## src/rtl/arithmetic_calculator_pkg.sv

```systemverilog
`default_nettype none
// ============================================================================
// Module      : calc_pkg
// Description : Shared types and widths for the arithmetic calculator.
//               Holds the opcode and FSM state enums and the fixed operand and
//               result widths.
// Revision    : 1.0 - initial release
// ============================================================================
package calc_pkg;

    localparam int c_OPERAND_W = 4;
    localparam int c_RESULT_W  = 8;

    typedef enum logic [2:0] {
        OP_ADD = 3'b000,
        OP_SUB = 3'b001,
        OP_MUL = 3'b010,
        OP_DIV = 3'b011,
        OP_GCD = 3'b100,
        OP_AND = 3'b101,
        OP_OR  = 3'b110,
        OP_XOR = 3'b111
    } opcode_e;

    typedef enum logic [1:0] {
        S_IDLE = 2'd0,
        S_BUSY = 2'd1,
        S_DONE = 2'd2
    } state_e;

endpackage
`default_nettype wire

```

## src/rtl/arithmetic_calculator_if.sv

```systemverilog
`default_nettype none
// ============================================================================
// Module      : arithmetic_calculator_if
// Description : Request/result bundle of the arithmetic calculator.
//               master : drives start, opcode, operand_A, operand_B;
//                        observes result, done, error.
//               slave  : the calculator side (mirror of master).
// Revision    : 1.0 - initial release
// ============================================================================
interface arithmetic_calculator_if;
    import calc_pkg::*;

    logic                   start;
    logic [2:0]             opcode;
    logic [c_OPERAND_W-1:0] operand_A;
    logic [c_OPERAND_W-1:0] operand_B;
    logic [c_RESULT_W-1:0]  result;
    logic                   done;
    logic                   error;

    modport master (
        output start, opcode, operand_A, operand_B,
        input  result, done, error
    );

    modport slave (
        input  start, opcode, operand_A, operand_B,
        output result, done, error
    );

endinterface
`default_nettype wire

```

## src/rtl/arithmetic_calculator_div.sv

```systemverilog
`default_nettype none
// ============================================================================
// Module      : calc_div_unit
// Description : Iterative 4-bit unsigned restoring divider, one quotient bit
//               per cycle (4 cycles). A zero divisor is flagged for one busy
//               cycle and no iterations are run.
// Ports       : clk, rst          - clock, synchronous active-high reset
//               i_start           - load dividend/divisor and begin
//               i_dividend/i_divisor - operands
//               o_busy            - division in progress
//               o_done            - high during the final step; quotient and
//                                   remainder outputs are valid in that cycle
//               o_div_by_zero     - loaded divisor is zero
//               o_quotient/o_remainder - values after the current step
// Revision    : 1.0 - initial release
// ============================================================================
module calc_div_unit
    import calc_pkg::*;
(
    input  wire                    clk,
    input  wire                    rst,
    input  wire                    i_start,
    input  wire [c_OPERAND_W-1:0]  i_dividend,
    input  wire [c_OPERAND_W-1:0]  i_divisor,
    output logic                   o_busy,
    output logic                   o_done,
    output logic                   o_div_by_zero,
    output logic [c_OPERAND_W-1:0] o_quotient,
    output logic [c_OPERAND_W-1:0] o_remainder
);

    logic                   r_busy;
    logic [2:0]             r_count;
    logic [c_OPERAND_W-1:0] r_rem;
    logic [c_OPERAND_W-1:0] r_quo;
    logic [c_OPERAND_W-1:0] r_divisor;

    logic [c_OPERAND_W:0]   w_trial;
    logic                   w_fits;
    logic [c_OPERAND_W-1:0] w_rem_sub;
    logic [c_OPERAND_W-1:0] w_rem_next;
    logic [c_OPERAND_W-1:0] w_quo_next;
    logic                   w_dbz;

    // Shift the next dividend bit into the partial remainder; the trial is
    // 5 bits wide so that a carry into bit 4 still compares correctly.
    assign w_trial    = {r_rem, r_quo[c_OPERAND_W-1]};
    assign w_fits     = (w_trial >= {1'b0, r_divisor});
    // When the trial fits, the difference is below the divisor, so 4 bits suffice.
    assign w_rem_sub  = w_trial[c_OPERAND_W-1:0] - r_divisor;
    assign w_rem_next = w_fits ? w_rem_sub : w_trial[c_OPERAND_W-1:0];
    assign w_quo_next = {r_quo[c_OPERAND_W-2:0], w_fits};
    assign w_dbz      = (r_divisor == '0);

    assign o_busy        = r_busy;
    assign o_div_by_zero = w_dbz;
    assign o_done        = r_busy && !w_dbz && (r_count == 3'd1);
    assign o_quotient    = w_quo_next;
    assign o_remainder   = w_rem_next;

    always_ff @(posedge clk) begin
        if (rst) begin
            r_busy    <= 1'b0;
            r_count   <= 3'd0;
            r_rem     <= '0;
            r_quo     <= '0;
            r_divisor <= '0;
        end else if (i_start) begin
            r_busy    <= 1'b1;
            r_count   <= 3'd4;
            r_rem     <= '0;
            r_quo     <= i_dividend;
            r_divisor <= i_divisor;
        end else if (r_busy) begin
            if (w_dbz) begin
                r_busy <= 1'b0;
            end else begin
                r_rem   <= w_rem_next;
                r_quo   <= w_quo_next;
                r_count <= r_count - 3'd1;
                if (r_count == 3'd1) begin
                    r_busy <= 1'b0;
                end
            end
        end
    end

endmodule
`default_nettype wire

```

## src/rtl/arithmetic_calculator.sv

```systemverilog
`default_nettype none
// ============================================================================
// Module      : arithmetic_calculator
// Description : 4-bit operand / 8-bit result calculator with IDLE/BUSY/DONE
//               FSM. Single-cycle ADD/SUB/MUL/AND/OR/XOR, 4-cycle restoring
//               DIV (calc_div_unit), iterative subtract-and-swap GCD.
// Ports       : clk, rst - clock, synchronous active-high reset
//               bus      - arithmetic_calculator_if.slave
//                          (start, opcode, operand_A, operand_B in;
//                           result, done, error out)
// Config      : CALC_GCD_EN - when defined, GCD (opcode 100) is built;
//               otherwise opcode 100 reports error like any undefined opcode.
// Revision    : 1.0 - initial release
// ============================================================================
module arithmetic_calculator
    import calc_pkg::*;
(
    input  wire                    clk,
    input  wire                    rst,
    arithmetic_calculator_if.slave bus
);

    state_e                 r_state;
    state_e                 w_state_next;
    logic                   w_accept;

    opcode_e                r_op;
    logic [c_OPERAND_W-1:0] r_a;
    logic [c_OPERAND_W-1:0] r_b;

    logic [c_RESULT_W-1:0]  r_result;
    logic                   r_done;
    logic                   r_error;

    logic                   w_finish;
    logic                   w_fin_error;
    logic [c_RESULT_W-1:0]  w_fin_result;

    logic [c_OPERAND_W:0]   w_sum;
    logic [c_OPERAND_W:0]   w_diff;
    logic [c_RESULT_W-1:0]  w_prod;

    logic                   w_div_busy;
    logic                   w_div_done;
    logic                   w_div_dbz;
    logic [c_OPERAND_W-1:0] w_div_quo;
    logic [c_OPERAND_W-1:0] w_div_rem;

    // The divider is loaded on the accepting edge so its first step lands in
    // the first BUSY cycle.
    calc_div_unit u_div (
        .clk           (clk),
        .rst           (rst),
        .i_start       (w_accept && (bus.opcode == OP_DIV)),
        .i_dividend    (bus.operand_A),
        .i_divisor     (bus.operand_B),
        .o_busy        (w_div_busy),
        .o_done        (w_div_done),
        .o_div_by_zero (w_div_dbz),
        .o_quotient    (w_div_quo),
        .o_remainder   (w_div_rem)
    );

    // ---------------- FSM ----------------
    always_ff @(posedge clk) begin
        if (rst) begin
            r_state <= S_IDLE;
        end else begin
            r_state <= w_state_next;
        end
    end

    always_comb begin
        w_accept     = 1'b0;
        w_state_next = r_state;
        case (r_state)
            S_IDLE, S_DONE: begin
                if (bus.start) begin
                    w_accept     = 1'b1;
                    w_state_next = S_BUSY;
                end
            end
            S_BUSY: begin
                if (w_finish) begin
                    w_state_next = S_DONE;
                end
            end
            default: w_state_next = S_IDLE;
        endcase
    end

    // ---------------- operand latch ----------------
    always_ff @(posedge clk) begin
        if (rst) begin
            r_op <= OP_ADD;
            r_a  <= '0;
            r_b  <= '0;
        end else if (w_accept) begin
            r_op <= opcode_e'(bus.opcode);
            r_a  <= bus.operand_A;
            r_b  <= bus.operand_B;
        end
    end

`ifdef CALC_GCD_EN
    // Working copies for Euclid; one subtraction per BUSY cycle.
    logic [c_OPERAND_W-1:0] r_ga;
    logic [c_OPERAND_W-1:0] r_gb;

    always_ff @(posedge clk) begin
        if (rst) begin
            r_ga <= '0;
            r_gb <= '0;
        end else if (w_accept) begin
            r_ga <= bus.operand_A;
            r_gb <= bus.operand_B;
        end else if ((r_state == S_BUSY) && (r_op == OP_GCD) && !w_finish) begin
            if (r_ga > r_gb) begin
                r_ga <= r_ga - r_gb;
            end else begin
                r_gb <= r_gb - r_ga;
            end
        end
    end
`endif

    // ---------------- datapath ----------------
    assign w_sum  = {1'b0, r_a} + {1'b0, r_b};
    assign w_diff = {1'b0, r_a} - {1'b0, r_b};
    // Sign-extended to the product width, the low 8 bits are the signed product.
    assign w_prod = {{4{r_a[3]}}, r_a} * {{4{r_b[3]}}, r_b};

    always_comb begin
        w_finish     = 1'b0;
        w_fin_error  = 1'b0;
        w_fin_result = '0;
        case (r_op)
            OP_ADD: begin
                w_finish     = 1'b1;
                w_fin_result = {3'b000, w_sum};
            end
            OP_SUB: begin
                w_finish     = 1'b1;
                w_fin_result = {3'b000, w_diff};
            end
            OP_MUL: begin
                w_finish     = 1'b1;
                w_fin_result = w_prod;
            end
            OP_AND: begin
                w_finish     = 1'b1;
                w_fin_result = {4'b0000, r_a & r_b};
            end
            OP_OR: begin
                w_finish     = 1'b1;
                w_fin_result = {4'b0000, r_a | r_b};
            end
            OP_XOR: begin
                w_finish     = 1'b1;
                w_fin_result = {4'b0000, r_a ^ r_b};
            end
            OP_DIV: begin
                if (w_div_busy && w_div_dbz) begin
                    w_finish    = 1'b1;
                    w_fin_error = 1'b1;
                end else if (w_div_done) begin
                    w_finish     = 1'b1;
                    w_fin_result = {w_div_quo, w_div_rem};
                end
            end
`ifdef CALC_GCD_EN
            OP_GCD: begin
                if ((r_ga == '0) && (r_gb == '0)) begin
                    w_finish    = 1'b1;
                    w_fin_error = 1'b1;
                end else if (r_ga == '0) begin
                    w_finish     = 1'b1;
                    w_fin_result = {4'b0000, r_gb};
                end else if ((r_gb == '0) || (r_ga == r_gb)) begin
                    w_finish     = 1'b1;
                    w_fin_result = {4'b0000, r_ga};
                end
            end
`endif
            default: begin
                w_finish    = 1'b1;
                w_fin_error = 1'b1;
            end
        endcase
    end

    // ---------------- output registers ----------------
    always_ff @(posedge clk) begin
        if (rst) begin
            r_result <= '0;
            r_done   <= 1'b0;
            r_error  <= 1'b0;
        end else if (w_accept) begin
            r_result <= '0;
            r_done   <= 1'b0;
            r_error  <= 1'b0;
        end else if ((r_state == S_BUSY) && w_finish) begin
            r_result <= w_fin_result;
            r_error  <= w_fin_error;
            r_done   <= 1'b1;
        end
    end

    assign bus.result = r_result;
    assign bus.done   = r_done;
    assign bus.error  = r_error;

endmodule
`default_nettype wire

```

## src/flat_wrapper.sv

```systemverilog
// flat-port wrapper written by rule: the top's interface ports become plain ports
module arithmetic_calculator_flat import calc_pkg::*;
  (clk, rst, bus_start, bus_opcode, bus_operand_A, bus_operand_B, bus_result, bus_done, bus_error);
  arithmetic_calculator_if bus_i ();
  input  wire clk;
  input  wire rst;
  input wire logic [$bits(bus_i.start)-1:0] bus_start;
  input wire logic [$bits(bus_i.opcode)-1:0] bus_opcode;
  input wire logic [$bits(bus_i.operand_A)-1:0] bus_operand_A;
  input wire logic [$bits(bus_i.operand_B)-1:0] bus_operand_B;
  output wire logic [$bits(bus_i.result)-1:0] bus_result;
  output wire logic [$bits(bus_i.done)-1:0] bus_done;
  output wire logic [$bits(bus_i.error)-1:0] bus_error;
  assign bus_i.start = bus_start;
  assign bus_i.opcode = bus_opcode;
  assign bus_i.operand_A = bus_operand_A;
  assign bus_i.operand_B = bus_operand_B;
  assign bus_result = bus_i.result;
  assign bus_done = bus_i.done;
  assign bus_error = bus_i.error;
  arithmetic_calculator u_core (.clk(clk), .rst(rst), .bus(bus_i));
endmodule
```

## config.mk

```make
export PLATFORM = sky130hd
export DESIGN_NAME = arithmetic_calculator_flat
export DESIGN_NICKNAME = d
export VERILOG_FILES = /design/src/rtl/arithmetic_calculator_pkg.sv /design/src/rtl/arithmetic_calculator_if.sv /design/src/rtl/arithmetic_calculator_div.sv /design/src/rtl/arithmetic_calculator.sv /design/src/flat_wrapper.sv
export SDC_FILE = /design/constraint.sdc
export NUM_CORES = 1
export LEC_CHECK = 0
export CAP_MARGIN = 30
export CELL_PAD_IN_SITES_DETAIL_PLACEMENT = 2
export CELL_PAD_IN_SITES_GLOBAL_PLACEMENT = 2
export CORE_ASPECT_RATIO = 2
export CORE_MARGIN = 3
export CORE_UTILIZATION = 33
export CTS_BUF_LIST = sky130_fd_sc_hd__clkbuf_8
export DETAILED_ROUTE_END_ITERATION = 7
export PLACE_DENSITY_LB_ADDON = 0.1
export SETUP_SLACK_MARGIN = 0.3
export SYNTH_ARGS = -nofsm -noshare
export SYNTH_HDL_FRONTEND = slang
export SYNTH_SLANG_ARGS = --single-unit
export TNS_END_PERCENT = 50
```

## constraint.sdc

```tcl
create_clock -name clk -period 3.5 [get_ports clk]
set_input_delay 0.7 -clock clk [delete_from_list [all_inputs] [get_ports clk]]
set_output_delay 0.7 -clock clk [all_outputs]
set_load 0.01 [all_outputs]
```

# Yosys cells after proc, flatten, opt, wreduce, memory -nomap -nowiden
# Index checks and enable logic that the tools add are counted.
# Widths: inputs -> output; s select.
[word_totals]
elab_cells = 77
ff_bits = 39
inputBits = 14
[op_classes]
bitwise = 4
multipliers = 1
order_cmp = 1
muxes = 24
n_addsub = 4
eq_ne = 13
n_reduce_logical = 17
[ops]
columns = ["operator", "count"]
rows = [
  ["$pmux 8 s7", 1],
  ["$mux 4", 4],
  ["$mux 8", 2],
  ["$mux 1", 10],
  ["$eq 3x2->1 const B", 3],
  ["$eq 3x3->1 const B", 3],
  ["$mux 3", 3],
  ["$mul 4x4->8", 1],
  ["$eq 3x1->1 const B", 2],
  ["$reduce_and 2->1", 3],
  ["$reduce_or 2->1", 3],
  ["$reduce_or 6->1", 1],
  ["$add 4x4->5", 1],
  ["$ge 5x4->1", 1],
  ["$logic_and 1x1->1", 5],
  ["$sub 4x4->5", 1],
  ["$and 4x4->4", 1],
  ["$logic_not 4->1", 1],
  ["$mux 2", 2],
  ["$ne 2x2->1 const B", 2],
  ["$or 4x4->4", 1],
  ["$pmux 2 s2", 1],
  ["$sub 4x4->4", 1],
  ["$xor 4x4->4", 1],
  ["other kinds (10)", 10],
]

# Longest topological paths before layout
# Gate-level depths: netlist of run 1.
[logic_depth]
ltp_word = 9
depth_mapped = 17
depth_no_buf = 16

# Hierarchy
# A second synthesis of run 1 with hierarchy kept.
[hier_totals]
hier_cells = 364
area_unflattened_um2 = 2932.8
[by_module_without_submodules]
columns = ["module", "cells_per_inst", "seq_area_each_um2", "n_inst", "area_per_inst_um2"]
rows = [
  ["arithmetic_calculator", 251, 460.4, 1, 1985.7],
  ["calc_div_unit", 113, 320.3, 1, 947.2],
]

# Worst setup path before layout of run 1
# Ideal clock, no wire load.
[synth_path]
path_kind = "register -> register"
from = "register u_core.r_b[2]"
to = "register u_core.r_result[7] (netlist: u_core.bus.result[7])"
required_ps = 3385
period_less_slack_ps = 3456
t_arrival_ps = 3341
n_path_buf = 1
setup_ps = 115
slack_ps = 44
stages_incl_launch_ff = 16
path_cell_list = "dfxtp_1 > clkbuf_1 > nand2_1 > fa_1 > fa_1 > fa_1 > inv_1 > ha_1 > inv_1 > fa_1 > nor2b_1 > o21ai_0 > nand2b_1 > xnor2_1 > mux2i_1 > o21a_1"
[synth_via]
elab_chain_cells = 2
[synth_lines]
columns = ["element", "line", "rtl"]
rows = [
  ["start, declared", "arithmetic_calculator.sv:29", "logic [c_OPERAND_W-1:0] r_b;"],
  ["start signal, assigned", "arithmetic_calculator.sv:101", "r_b <= bus.operand_B;"],
  ["$mul 4x4->8", "arithmetic_calculator.sv:131", "assign w_prod = {{4{r_a[3]}}, r_a} * {{4{r_b[3]}}, r_b};"],
  ["$pmux 8 s7", "arithmetic_calculator.sv:137", "case (r_op)"],
  ["end signal, assigned", "arithmetic_calculator.sv:203", "r_result <= w_fin_result;"],
  ["end, declared", "arithmetic_calculator.sv:31", "logic [c_RESULT_W-1:0] r_result;"],
]
# Every way passes these cells.
# A chain may end at the register's enable or synchronous reset.

# Worst setup path after layout of run 1
# Ends and elaborated chain as after synthesis.

==> results of run 1 <==
-- registers in the layout (all words and copies together), names as in the netlist --
signal	flops
u_core.bus.result	8
u_core.r_a	4
u_core.r_b	4
u_core.u_div.r_divisor	4
u_core.u_div.r_quo	4
u_core.u_div.r_rem	4
u_core.r_op	3
u_core.u_div.r_count	3
u_core.r_state	2
u_core.bus.done	1
u_core.bus.error	1
u_core.u_div.o_busy	1
-- worst max path at each step --
stage	to	depth (start not counted)	startpoint	slack, ns
after floorplan	u_core.bus.result[7]	15	u_core.r_b[2]	0.29
after global placement	u_core.bus.result[7]	14	u_core.r_a[3]	0.16
after detailed placement	u_core.bus.result[6]	12	u_core.r_b[1]	0.09
after CTS	u_core.bus.result[7]	14	u_core.r_b[2]	0.12
after global routing	u_core.bus.result[7]	14	u_core.r_a[2]	-0.06
final	u_core.bus.result[7]	14	u_core.r_b[2]	0.17
-- cell usage after synthesis (all sizes together) (2+ instances only) --
| library cell | number | area [sq um] |
|---|---|---|
| a21o | 4 | 30.0 |
| nand3 | 5 | 25.0 |
| nor2 | 38 | 143 |
| a2111oi | 2 | 23.8 |
| inv | 39 | 146 |
| xor2 | 3 | 26.3 |
| and2 | 2 | 15.0 |
| fa | 11 | 220 |
| clkbuf | 10 | 37.5 |
| a311oi | 6 | 52.6 |
| a22o | 4 | 35.0 |
| a22oi | 6 | 45.0 |
| dfxtp | 39 | 781 |
| nor2b | 6 | 37.5 |
| ha | 32 | 400 |
| nand2 | 53 | 199 |
| nor4 | 3 | 33.8 |
| a21oi | 35 | 175 |
| o21ai | 14 | 73.8 |
| buf | 7 | 40.0 |
| mux2i | 10 | 100 |
| xnor2 | 10 | 87.6 |
| nand2b | 8 | 50.1 |
-- through the flow --
stage | cell area, sq um | worst slack (ns) | util [%] | cells
after floorplan | 2910 | 0.290 | - | 361
after global placement | 3290 | 0.161 | 39.1 | 481
after detailed placement | 3290 | 0.0855 | 39.1 | 481
after CTS | 3410 | 0.124 | 40.6 | 490
after global routing | 3470 | -0.0574 | 41.3 | 494
final | 3470 | 0.167 | 41.3 | 494
-- cell type report --
class                           instances  area share (%)
Clock buffer                            5            1.98
Inverter                               39            4.21
Multi-Input combinational cell        266            55.7
Sequential cell                        39            22.9
Tap cell                               98            3.53
Clock inverter                          3           0.360
Timing Repair Buffer                   44            11.3
-- critical path, stage by stage (launching register included) --
cell and delay [ns]:
dfxtp_4 0.38, nand2_4 0.05, fa_1 0.57, fa_1 0.43, fa_1 0.43, inv_1 0.07
ha_2 0.18, inv_2 0.04, fa_2 0.35, nor2b_1 0.12, o21ai_1 0.08, nand2b_1 0.11
xnor2_1 0.14, mux2i_1 0.20, o21a_1 0.13
-- logic make-up (layout without fill, tap and decap cells) --
logic type / Yosys count / in the layout / synth area share [%]
flip-flops: 39 / 39 / 27.0
multiplexers: 11 / 11 / 3.85
XOR/XNOR: 13 / 13 / 3.94
AO/OA/AOI/OAI: 78 / 78 / 16.9
buffers and inverters: 56 / 91 / 7.75
AND/OR/NAND/NOR: 121 / 121 / 19.1
adder cells (fa/ha/maj): 43 / 43 / 21.5
-- layer usage --
layer	track usage [%]	routed length, um	up-vias
met5	0	0	-
met4	8.33	280	0
met3	1.96	106	19
met2	42.2	6100	31
met1	18.8	3210	1293
li1	-	-	1267
-- cells in the final DEF (no fill, tap or decap), drive strengths merged, types with 10 or more instances in the layout --
cell            n
nand2          53
inv            41
buf            21
fa             11
o21ai          14
mux2i          10
dfxtp          39
ha             32
nor2           38
a21oi          35
clkdlybuf4s50  23
xnor2          10
-- power by group through the flow --
stage,sequential (uW),combinational [uW],clock [uW]
after floorplan,481,174,0
after global placement,481,279,0
after detailed placement,481,287,0
after CTS,471,292,312
after global routing,473,323,328
final,471,292,299
-- repair_timing --
action,CTS,global route
setup endpoints to repair,4,5
hold buffers,0,0
pin swaps,1,4
setup buffers,1,4
gates resized for setup,13,12
cloned,0,0
==> results.md, run 1 <==
- Status: complete, no violations
- Final ANT Viol Nets: 0
- Grt total ovfl: 0
- Initial antenna violation count: 0
- Sequential share of power: 44.4%
- Hold Crit Start: u_core.r_state[1]
- Max rail drop VDD: 0.265 mV
- Largest net degree at the start of global routing: 20
- Final HPWL DP: 8060 um
- DR WL/cell: 19.6 um
- Sw Pwr: 348 uW
- Total power: 1060 uW
- Synth-to-Final Area Change: 20.2%
- Fill cell count: 981
- Reg area: 797 sq um
- Number of flops mapped to enable cells by yosys: 0
- Internal power: 714 uW
- Starting Density: 34.4%
- Final hold violation count: 0
- Hold/Removal Path Class: flop to flop
- Worst skew pair latency: 0.30 ns
- WS Path Type: flop to flop
- Relative slew slack: 52.0%
- Ys async rst share: 0%
- Synth Warn #: 0
- Routed via count divided by cell count: 5.28
- Max frequency: 0.300 GHz
- IO Pins: 24
- Final setup skew: 0.00592 ns
- Clk root buf: clkbuf_8
- DRC: 0
- Die area: 0.00999 sq mm
- Worst EP arrival: 3.59 ns
- Num CTS Buffers: 5
- Syn Area/Cell: 8.01 sq um
- Post-synthesis sequential area ratio: 27.0%
- Setup tns final: 0 ns
- Syn Std Cell Area: 0.00289 sq mm
- DRT Pass-1 Iters: 4
- GRT Util Overall: 20.5%
- Hold EP: u_core.r_state[1]
- Max clock buf depth: 2
- CTS tree: done
- Most used DFF post-synth: dfxtp_1
- Clock-pin slew on the worst setup and hold paths: 0.08 ns
- PwrDens: 306 mW/mm^2
- Gate Count Post-Synth: 361
- Max-cap viol count: 0
- Layout cell share with drive strength beyond 1: 13.1%
- RR Startpoint: u_core.r_b[2]
- CP endpoint kind: flop
- Count of cell types in the netlist: 43
- Iter 0 DRT Violations: 64
- Syn_nets: 418
- Die height: 138 um
- Number of max-slew violations in the final report: 0
- Combinational share of power: 27.5%
- Period utilisation layout: 95.2%
- Worst-path fanout max: 4
- # port buffers: 23
- Sw frac: 32.7%
- Nets@finish: 452
- Worst R2R End: u_core.bus.result[7]
- Worst Hold Slack: 0.467 ns
- Antenna diode count: 0
- Worst slew pin tran: 0.701 ns
- RSZ-0062 raised after global routing: true
- Vias in the first global route: 2,977
- Reg2Reg Setup Slack: 0.17 ns
- Global-route wire length before repair: 15,500 um
- Row cnt: 47
- FF-to-FF path depth: 14
- Vias: 2,610
- Tmin final: 3.33 ns
- Core Box Area: 0.00841 sq mm
- Clk pwr share: 28.1%
- Flops & latches, synth: 39
- Crit path required time: 3.75 ns
- WHS Path Cells: 2
- Startpoint Class: flop
- Final setup violation count: 0
- Die X-Extent: 72.2 um
- Clk sinks: 39
- Leak: 0.00148 uW
- H-Tree Depth: 2
- Total routed wirelength: 9700 um
- GP Congestion: 0.818
- Area of the multi-input gates: 0.00194 sq mm
(Power assumes the default switching activity.)
==> run 2, diff against run 1 <==
CAP_MARGIN = 20   (was 30)
==> results of run 2 <==
Final layout, timing and power as in run 1 (identical DEF).
==> run 3, diff against run 2 <==
GPL_ROUTABILITY_DRIVEN = 0   (was unset)
==> results of run 3 <==
Final layout, timing and power as in run 1 (identical DEF).
==> RTL change (flow settings as in run 3) <==
Encoding of `state_e`: now one-hot (3 bits for 3 states).
--- a/src/rtl/arithmetic_calculator_pkg.sv
+++ b/src/rtl/arithmetic_calculator_pkg.sv
@@ -22,10 +22,10 @@
         OP_XOR = 3'b111
     } opcode_e;
 
-    typedef enum logic [1:0] {
-        S_IDLE = 2'd0,
-        S_BUSY = 2'd1,
-        S_DONE = 2'd2
+    typedef enum logic [2:0] {
+        S_IDLE = 3'b001,
+        S_BUSY = 3'b010,
+        S_DONE = 3'b100
     } state_e;
 
 endpackage
Behaviour: same outputs for any inputs over 10 cycles, from zero or initial values and one cycle with rst high; not proved beyond that.
==> RTL change against run 3 <==
Setup slack worse by 110 ps. Maximum frequency is 3.1% lower. Sequential cell count grew 1. Design area is 2.1% higher. Power increased by 5.0%. Combinational power up 12%. Wire length is 2.7% lower. Synthesized area grew 2.6%. Critical endpoint unchanged. Largest power group unchanged.
==> RTL change: results <==
group,metric,value,unit
critical_path,crit_fanout,4,
timing,tightestPinTransition,665.1,ps
critical_path,arrival,3680,ps
grt,grt_pass1_wl,15.34,mm
yosys,ys_warn_count,0,
yosys,synthTopCellsByCount,"nor2_1 (43), dfxtp_1 (40), inv_1 (37), ha_1 (32)",
yosys,synthTopCellsByArea,"dfxtp_1 (27%), ha_1 (13%), fa_1 (7.4%)",
drt,via_per_inst,5.393,
yosys,ys_types,42,
finish,drive_gt1_frac,0.1510,
critical_path,crit_start,"u_core.r_b[2]",
drt,drt_iter0_drc,62,
worst_hold_path,hold_start,"u_core.bus.done",
finish,layout.nets,441,
power_and_ir_drop,ir_drop,0.0001294,V
yosys,synth_nets,407,
run_status,status,"finished, final reports clean",
drt,drt_wl_total,9.436,mm
yosys,synth_seq_area_share,0.2698,
placement,dpl-instance-area,3398,sq um
power_and_ir_drop,p_leak,1.447,nW
timing,skew,5.104,ps
grt,grt_usage,0.1983,
critical_path,max_stage_delay,590,ps
grt,first_global_vias,2935,
placement,post-dp-hpwl,7.763,mm
grt,grt_max_degree,32,
## RTL change: metrics by stage
stage	util	hold WS, ps	TNS [ps]	cells	worst slack [ps]
after floorplan	-	457.5	0	350	172.6
after global placement	0.3902	439.7	0	476	6.842
after detailed placement	0.3902	452.6	-73.04	476	-73.04
after CTS	0.4037	466.2	-33.55	484	-33.55
after global routing	0.4073	493.7	-87.24	484	-87.24
final	0.4073	462.0	0	484	60.09
## RTL change: layer usage
metal,track usage,share of wire,vias up
li1,-,-,1252
met1,0.1976,0.35,1312
met2,0.3850,0.59,28
met3,0.01940,0.014,18
met4,0.09436,0.042,0
met5,0,0,-
## RTL change: cells by family after synthesis
family	synth area share
xor+xnor	0.04132
mux	0.08600
simple gates	0.1686
flops	0.2698
buf+inv	0.07335
fa+ha+maj	0.2091
compound gates	0.1518
## RTL change: final timing paths
path / slack [ps] / depth (start not counted) / to
setup / recovery: 60 / 14 / u_core.bus.result[7]
hold / removal: 460 / 2 / u_core.bus.done
setup reg to reg: 60 / 14 / u_core.bus.result[7]
hold reg to reg: 460 / 2 / u_core.bus.done
## RTL change: cell type report
class                           instances  area share
Clock inverter                          2    0.002469
Multi-Input combinational cell        256      0.5658
Inverter                               37     0.03915
Clock buffer                            5     0.01940
Sequential cell                        40      0.2275
Tap cell                              100     0.03527
Timing Repair Buffer                   44      0.1104
## RTL change: critical path: cells and delay by family (launching register included)
family	cells	cell delay [ps]
fa+ha+maj	5	1980
xor+xnor	1	130
mux	1	310
simple gates	3	290
buf+inv	2	130
flops	1	360
compound gates	2	180
## RTL change: repair_timing
item | 4_1_cts | 5_1_grt
resized for setup | 15 | 7
buffers inserted | 1 | 0
endpoints found under the setup margin | 4 | 4
hold buffers | 0 | 0
pin swaps | 4 | 7
## RTL change: power by group through the flow
stage / registers, mW / clock network (mW) / logic (mW)
final: 0.485 / 0.303 / 0.327
after global routing: 0.487 / 0.327 / 0.367
after CTS: 0.485 / 0.312 / 0.325
after global placement: 0.494 / 0 / 0.308
after detailed placement: 0.495 / 0 / 0.318
after floorplan: 0.495 / 0 / 0.200
